===== src/rtl/led_pkg.sv =====
// led_pkg: mode encoding shared by the LED pattern generator and its users.
package led_pkg;
   localparam int MODE_W = 3;
   localparam logic [MODE_W-1:0] MODE_SHIFT_L = 3'd0;
   localparam logic [MODE_W-1:0] MODE_SHIFT_R = 3'd1;
   localparam logic [MODE_W-1:0] MODE_BOUNCE  = 3'd2;
   localparam logic [MODE_W-1:0] MODE_COUNT   = 3'd3;
   localparam logic [MODE_W-1:0] MODE_BLINK   = 3'd4;
   localparam logic [MODE_W-1:0] MODE_FILL    = 3'd5;
   localparam logic [MODE_W-1:0] MODE_OFF     = 3'd6;
endpackage


===== src/rtl/led_prescaler.sv =====
// led_prescaler: divides clk into a one-cycle tick every DECIMATION enabled cycles.
module led_prescaler #(
   parameter int CNT_W = 20,
   parameter int unsigned DECIMATION = 1000000
) (
   input  logic clk,
   input  logic reset,
   input  logic en,
   output logic tick
);
   localparam logic [CNT_W-1:0] LAST = CNT_W'(DECIMATION - 1);
   logic [CNT_W-1:0] cnt;
   assign tick = en && (cnt == LAST);
   always_ff @(posedge clk or negedge reset) begin
      if (!reset) cnt <= '0;
      else if (en) cnt <= tick ? '0 : cnt + CNT_W'(1);
   end
endmodule


===== src/rtl/led_pattern_gen.sv =====
// led_pattern_gen: N_LED running-light driver with six patterns, tick-aligned
// mode switching and PWM dimming of the registered output.
module led_pattern_gen
   import led_pkg::*;
#(
   parameter int N_LED = 10,
   parameter int CNT_W = 20,
   parameter int unsigned DECIMATION = 1000000,
   parameter int PWM_W = 4
) (
   input  logic              clk,
   input  logic              reset,
   input  logic              en,
   input  logic [MODE_W-1:0] mode,
   input  logic              mode_req,
   input  logic [PWM_W-1:0]  duty,
   output logic [N_LED-1:0]  runled,
   output logic              tick,
   output logic [MODE_W-1:0] mode_cur
);
   logic [N_LED-1:0] pattern, step_val, shifted;
   logic [MODE_W-1:0] pending_mode, apply_mode;
   logic [PWM_W-1:0] pwm_cnt;
   logic dir_up, pending, apply_pending, pwm_on;

   function automatic logic [N_LED-1:0] init_of(input logic [MODE_W-1:0] m);
      case (m)
         MODE_SHIFT_L, MODE_BOUNCE, MODE_FILL: init_of = N_LED'(1);
         MODE_SHIFT_R: init_of = {1'b1, {(N_LED-1){1'b0}}};
         MODE_BLINK:   init_of = '1;
         default:      init_of = '0;
      endcase
   endfunction

   led_prescaler #(.CNT_W(CNT_W), .DECIMATION(DECIMATION)) u_prescaler (
      .clk(clk), .reset(reset), .en(en), .tick(tick)
   );

   // a strobe landing on the tick edge is applied immediately
   assign apply_pending = pending | mode_req;
   assign apply_mode = mode_req ? mode : pending_mode;
   assign shifted = dir_up ? pattern << 1 : pattern >> 1;
   assign pwm_on = (&duty) | (pwm_cnt < duty);

   always_comb begin
      case (mode_cur)
         MODE_SHIFT_L: step_val = {pattern[N_LED-2:0], pattern[N_LED-1]};
         MODE_SHIFT_R: step_val = {pattern[0], pattern[N_LED-1:1]};
         MODE_BOUNCE:  step_val = shifted;
         MODE_COUNT:   step_val = pattern + N_LED'(1);
         MODE_BLINK:   step_val = ~pattern;
         MODE_FILL:    step_val = (&pattern) ? '0 : {pattern[N_LED-2:0], 1'b1};
         default:      step_val = '0;
      endcase
   end

   always_ff @(posedge clk or negedge reset) begin
      if (!reset) begin
         pattern      <= N_LED'(1);
         dir_up       <= 1'b1;
         mode_cur     <= MODE_SHIFT_L;
         pending      <= 1'b0;
         pending_mode <= MODE_SHIFT_L;
      end else if (tick && apply_pending) begin
         mode_cur <= apply_mode;
         pattern  <= init_of(apply_mode);
         dir_up   <= 1'b1;
         pending  <= 1'b0;
      end else begin
         if (mode_req) begin
            pending      <= 1'b1;
            pending_mode <= mode;
         end
         if (tick) begin
            pattern <= step_val;
            // turn around on reaching either end so end bits are shown once
            if (mode_cur == MODE_BOUNCE)
               dir_up <= shifted[N_LED-1] ? 1'b0 : shifted[0] ? 1'b1 : dir_up;
         end
      end
   end

   always_ff @(posedge clk or negedge reset) begin
      if (!reset) begin
         pwm_cnt <= '0;
         runled  <= '0;
      end else begin
         pwm_cnt <= pwm_cnt + PWM_W'(1);
         runled  <= pattern & {N_LED{pwm_on}};
      end
   end
endmodule


===== config.mk =====
export PLATFORM = sky130hd
export DESIGN_NAME = led_pattern_gen
export DESIGN_NICKNAME = d
export VERILOG_FILES = /design/src/rtl/led_pkg.sv /design/src/rtl/led_prescaler.sv /design/src/rtl/led_pattern_gen.sv
export SDC_FILE = /design/constraint.sdc
export NUM_CORES = 1
export LEC_CHECK = 0
export BUFFER_PORTS_ARGS = -buffer_cell sky130_fd_sc_hd__buf_2
export CAP_MARGIN = 20
export CORE_MARGIN = 4
export CORE_UTILIZATION = 56
export CTS_CLUSTER_DIAMETER = 30
export DETAILED_ROUTE_END_ITERATION = 16
export PLACE_DENSITY = 0.77
export SLEW_MARGIN = 15
export SYNTH_ARGS = -nofsm -noshare
export SYNTH_HDL_FRONTEND = slang
export SYNTH_SLANG_ARGS = --single-unit

===== constraint.sdc =====
create_clock -name clk -period 7.2 [get_ports clk]
set_input_delay 0.72 -clock clk [delete_from_list [all_inputs] [get_ports clk]]
set_output_delay 0.72 -clock clk [all_outputs]
set_load 0.01 [all_outputs]

After elaboration in Yosys (flattened, before gate mapping)
Index checks and enable logic that the tools add are counted.
{ "classes": {"add_sub_neg": 3, "mul": 0, "div_mod_pow": 0, "order_cmp": 1, "n_eq_ne": 10, "shift": 0, "n_mux": 15, "bitwise_logic": 4, "n_reduce_logical": 12} }
{ "op_table": {"columns": ["op", "n"], "rows": [
  ["case mux 10 bit (6 select lines)", 1],
  ["two-way mux 10 bit", 4],
  ["case mux 10 bit (3 select lines)", 1],
  ["adder 20 x 1 -> 20 bit, second input constant", 1],
  ["== test 20 bit, second input constant", 1],
  ["two-way mux 20 bit", 1],
  ["== test 3 bit, second input constant", 4],
  ["adder 10 x 1 -> 10 bit, second input constant", 1],
  ["bitwise AND 10 bit", 1],
  ["NOT 10 bit", 1],
  ["AND reduction 10 bit", 1],
  ["== test 3 x 2 -> 1 bit, second input constant", 3],
  ["two-way mux 1 bit", 7],
  ["== test 3 x 1 -> 1 bit, second input constant", 2],
  ["zero test 3 bit", 2],
  ["nonzero test 2 bit", 3],
  ["adder 4 x 1 -> 4 bit, second input constant", 1],
  ["less-than comparator 4 bit", 1],
  ["AND reduction 4 bit", 1],
  ["two-way mux 3 bit", 1],
  ["AND reduction 3 bit", 1],
  ["nonzero test 3 bit", 1],
  ["OR reduction 3 bit", 1],
  ["logical AND 1 bit", 2],
  ["bitwise OR 1 bit", 2]
]} }
{ "totals": {"ff_bits": 52, "latch_bits": 0, "mem_bits_rw": 0, "rom_bits": 0, "inputBits": 11, "out_inout_bits": 14, "wordCells": 53, "memories": 0} }

Logic depth before layout (Yosys ltp)
{ "depth": {"depth_word": 6, "ltp_mapped": 7, "mapped_depth_nobuf": 7} }

By module
A second synthesis with hierarchy kept.
{ "hier_totals": {"hier_cells": 306, "hier_area_um2": 2979.1} }
{ "modules_own_cells": {"columns": ["module", "n_inst", "cells_per_inst", "area_per_inst_um2", "seq_area_each_um2"], "rows": [
  ["led_pattern_gen", 1, 210, 1996.9, 803.3],
  ["led_prescaler", 1, 96, 982.2, 500.5]
]} }

Worst setup path before layout
Ideal clock, no wire load.
{ "synth_path": {"kind": "in2out", "start": "input en", "end": "output tick", "arrival_time_ns": 2.495, "t_required_ns": 6.480, "path_slack_ns": 3.985, "cell_stages": 6, "path_buffers": 2, "cell_sequence": "clkdlybuf4s50_2 -> nand4_1 -> nor3_1 -> nand3_1 -> inv_1 -> buf_2"} }
{ "synth_via": {"elab_chain_cells": 1} }
{ "synth_rtl": {"columns": ["item", "line", "text"], "rows": [
  ["from (decl)", "led_pattern_gen.sv:13", "input logic en,"],
  ["logical AND 1 bit", "led_prescaler.sv:13", "assign tick = en && (cnt == LAST);"],
  ["to (decl)", "led_pattern_gen.sv:18", "output logic tick,"]
]} }
No other way between the ends.

Worst setup path after layout
{ "layout_path": {"start": "register u_prescaler.cnt[7]", "end": "output tick"} }
{ "layout_via": {"elab_chain_cells": 2} }
{ "layout_rtl": {"columns": ["item", "line", "text"], "rows": [
  ["from (decl)", "led_prescaler.sv:12", "logic [CNT_W-1:0] cnt;"],
  ["from (signal assigned)", "led_prescaler.sv:16", "else if (en) cnt <= tick ? '0 : cnt + CNT_W'(1);"],
  ["== test 20 bit", "led_prescaler.sv:13", null],
  ["logical AND 1 bit", "led_prescaler.sv:13", null]
]} }
No other way between the ends.

==> qor.yml <==
global_route:
  antenna_violations_before_repair: 0
  grt_first_pass_wirelength_mm: 10.87
  grt_start_max_net_pins: 53
  first_global_vias: 2324
  globalRouteOverflowTotal: 0
  grt_usage: 0.2140
timing:
  skew_ps: 7.906
  tightest_slew_ps: 1134
  max_clock_freq_ghz: 0.2742
  setup_tns_ps: 0
  period_share: 0.5065
  setup_viol_count_final: 0
  grt_setup_unrepaired: "false"
  post-route-min-period_ps: 3647
  finalHoldViolCount: 0
  finalMaxSlewViolations: 0
  worst_slew_margin_rel: 0.2374
  final.hold.worst_slack_ps: 473.1
route:
  routed_wl_mm: 6.311
  vias: 2422
  ant_nets: 0
  drt_pass1_iterations: 4
  post_drt_wl_per_cell_microns: 15.82
  wire_length_the_detailed_router_placed_on_met1_mm: 2.909
  post_drt_via_cell_ratio: 6.070
  wl_met3_microns: 447
  drtIter0Drc: 205
  met2WireLength_mm: 2.880
  route.detailed.drc: 0
  top_layer: "met4"
die:
  row_count: 26
  die_footprint_sq_um: 6561
  top_level_ports: 25
  core_area_sq_um: 5140
  fp.dieH_microns: 81
  die_w_microns: 81
  initial_utilization: 0.5806
power:
  power.internal_uw: 444.6
  share_seq_of_total_power: 0.553
  clock_network_fraction_of_design_power: 0.357
  cellLeakagePower_uw: 0.001457
  power.share.switching: 0.2444
  p_sw_uw: 143.8
  p_comb_frac: 0.090
  power_density_over_the_cells_nw_per_um2: 180.6
  power.total_uw: 588.4
  vdd_ir_drop_max_v: 0.00008326
finish:
  layout.nets: 345
  post-route-util: 0.6339
  n_antenna_cell: 0
  final_common_cell: "sky130_fd_sc_hd__dfrtp_1"
  top_library_cells_by_usage_in_the_layout_fill_and_taps_aside: "sky130_fd_sc_hd__dfrtp_1 (50), sky130_fd_sc_hd__nor2_1 (27), sky130_fd_sc_hd__buf_2 (24)"
  drive_above_1_share: 0.1611
  area_delta_synth_final_pct: 9.182
yosys:
  number_of_enable_type_register_cells_in_the_synthesized_netlist: 0
  synth-main-ff-cell: "sky130_fd_sc_hd__dfrtp_1"
  postSynth.asyncResetShare: 1.000
  yosys.cell_types.count: 61
  yosys_warnings: 0
  synth_area_leader_cell: "sky130_fd_sc_hd__dfrtp_1"
  post_synth_inst_count: 312
  syn_avg_cell_area_sq_um: 9.564
  netlist_area_sq_um: 2984
  share_of_the_yosys_chip_area_belonging_to_registers: 0.4369
  ff_latch_count_synth: 52
  synthTopCellsByArea: "sky130_fd_sc_hd__dfrtp_1 (42%), sky130_fd_sc_hd__nor2_1 (3.4%), sky130_fd_sc_hd__xnor2_1 (3.2%), sky130_fd_sc_hd__o21ai_0 (3.0%), sky130_fd_sc_hd__xor2_1 (2.9%)"
  syn-num-nets: 329
  synth_top_cell_area_share: 0.4193
clocking:
  cts.sinks: 52
  postCtsHoldBufs: 0
  worst_setup_hold_path_clk_slew_ps: 90
  tritoncts: "built"
  setup_buffers_after_cts: 0
  cts_inserted_buffers: 5
  cts.root.buffer_cell: "sky130_fd_sc_hd__clkbuf_8"
  cts.repair.resized: 0
  clk_latency_ps: 310
  cts.path.max_buffers: 2
  htree_levels: 2
placement:
  io_buffer_count: 24
  dp_hpwl_mm: 4.469
  gp_congestion: 0.9297
critical_path:
  worst-path-max-fanout: 16
  critPathRequiredTime_ps: 6480
  startpoint_type: "flop"
  setup.worst_path.end_class: "primary output"
  critical_path_class: "flop to primary output"
  cp_data_arrival_time_ps: 2930
flow_run:
  drv_cap: 0
min_path:
  hold_class: "flop to flop"
outcome:
  outcome: "completed"
==> critical path, cell delays in order (launching register included) <==
cell                      delay (ps)
sky130_fd_sc_hd__dfrtp_1         430
sky130_fd_sc_hd__or4b_4          560
sky130_fd_sc_hd__nor4_1          510
sky130_fd_sc_hd__nand3_1         360
sky130_fd_sc_hd__inv_1           530
sky130_fd_sc_hd__buf_2           230
==> layout make-up <==
class,instances,area (sq um)
fill,442,1882
multi-input combinational,230,1565
sequential,52,1304
timing repair buffer,25,127.6
tap,70,87.58
clock buffer,6,82.58
inverter,14,52.55
clock inverter,2,38.79
==> power by group through the flow <==
stage,registers (uW),clock network [uW],logic (uW)
5_1_grt,328,223,61.4
2_1_floorplan,327,0,36.0
3_5_place_dp,330,0,51.9
4_1_cts,325,214,53.2
3_3_place_gp,330,0,50.2
6_report,325,210,53.2
==> cell families (layout without fill, tap and decap cells) <==
group / count (synthesis) / count (layout) / synth area share
buffers and inverters: 30 / 47 / 0.04067
and+or+nand+nor: 114 / 114 / 0.2109
muxes: 8 / 8 / 0.02809
xor gates and xnor gates: 21 / 21 / 0.06163
AOI/OAI and AO/OA: 81 / 81 / 0.1967
DFF: 52 / 52 / 0.4369
adders and majority gates: 6 / 6 / 0.02516
==> synth_stat cells (3+ instances only) <==
cell / n
sky130_fd_sc_hd__nand3_1: 15
sky130_fd_sc_hd__a211oi_1: 3
sky130_fd_sc_hd__and4_1: 3
sky130_fd_sc_hd__o31ai_1: 3
sky130_fd_sc_hd__nand2_1: 20
sky130_fd_sc_hd__o22ai_1: 3
sky130_fd_sc_hd__nand2b_1: 4
sky130_fd_sc_hd__nand4_1: 8
sky130_fd_sc_hd__a31oi_1: 3
sky130_fd_sc_hd__nor4_1: 3
sky130_fd_sc_hd__a21boi_0: 8
sky130_fd_sc_hd__clkbuf_1: 13
sky130_fd_sc_hd__xor2_1: 10
sky130_fd_sc_hd__dfrtp_1: 50
sky130_fd_sc_hd__and3_1: 3
sky130_fd_sc_hd__nor2_1: 27
sky130_fd_sc_hd__or3b_2: 3
sky130_fd_sc_hd__a21oi_1: 12
sky130_fd_sc_hd__a21o_1: 4
sky130_fd_sc_hd__nor3_1: 7
sky130_fd_sc_hd__ha_1: 6
sky130_fd_sc_hd__xnor2_1: 11
sky130_fd_sc_hd__nor2b_1: 3
sky130_fd_sc_hd__and2_1: 3
sky130_fd_sc_hd__a221o_1: 3
sky130_fd_sc_hd__o21ai_0: 18
sky130_fd_sc_hd__inv_1: 14
sky130_fd_sc_hd__a41oi_1: 4
sky130_fd_sc_hd__mux2i_1: 5
sky130_fd_sc_hd__mux2_2: 3
==> per-layer routing <==
| layer | global-route usage | vias up |
|---|---|---|
| met1 | 0.2992 | 1144 |
| met4 | 0.07095 | 0 |
| li1 | - | 1177 |
| met3 | 0.03991 | 7 |
| met2 | 0.3350 | 94 |
| met5 | 0 | - |
==> final timing paths <==
path | start | to | slack, ps | cells past startpoint
worst max-delay path | u_prescaler.cnt[7]$_DFFE_PN0P_ | tick | 3550 | 5
max in group asynchronous | reset | u_prescaler.cnt[17]$_DFFE_PN0P_ | 6260 | 2
worst max register to register | u_prescaler.cnt[7]$_DFFE_PN0P_ | dir_up$_DFFE_PN1P_ | 4400 | 6
min in group asynchronous | reset | pwm_cnt[0]$_DFF_PN0_ | 510 | 2
worst min register to register | pwm_cnt[0]$_DFF_PN0_ | pwm_cnt[0]$_DFF_PN0_ | 470 | 1
worst min-delay path | pwm_cnt[0]$_DFF_PN0_ | pwm_cnt[0]$_DFF_PN0_ | 470 | 1
==> per-stage QoR <==
stage                     area [sq um]  instances  setup WS [ps]
after floorplan                   2984        312           3985
after global placement            3131        391           3935
after detailed placement          3131        391           3821
after CTS                         3252        399           3576
after global routing              3258        399           3362
final                             3258        399           3553
==> sequential cells by signal (all words and copies together) (netlist names) <==
signal	flops
dir_up	1
mode_cur	3
pattern	10
pending	1
pending_mode	3
pwm_cnt	4
runled	10
u_prescaler.cnt	20
Power figures use the tool's default switching activity.
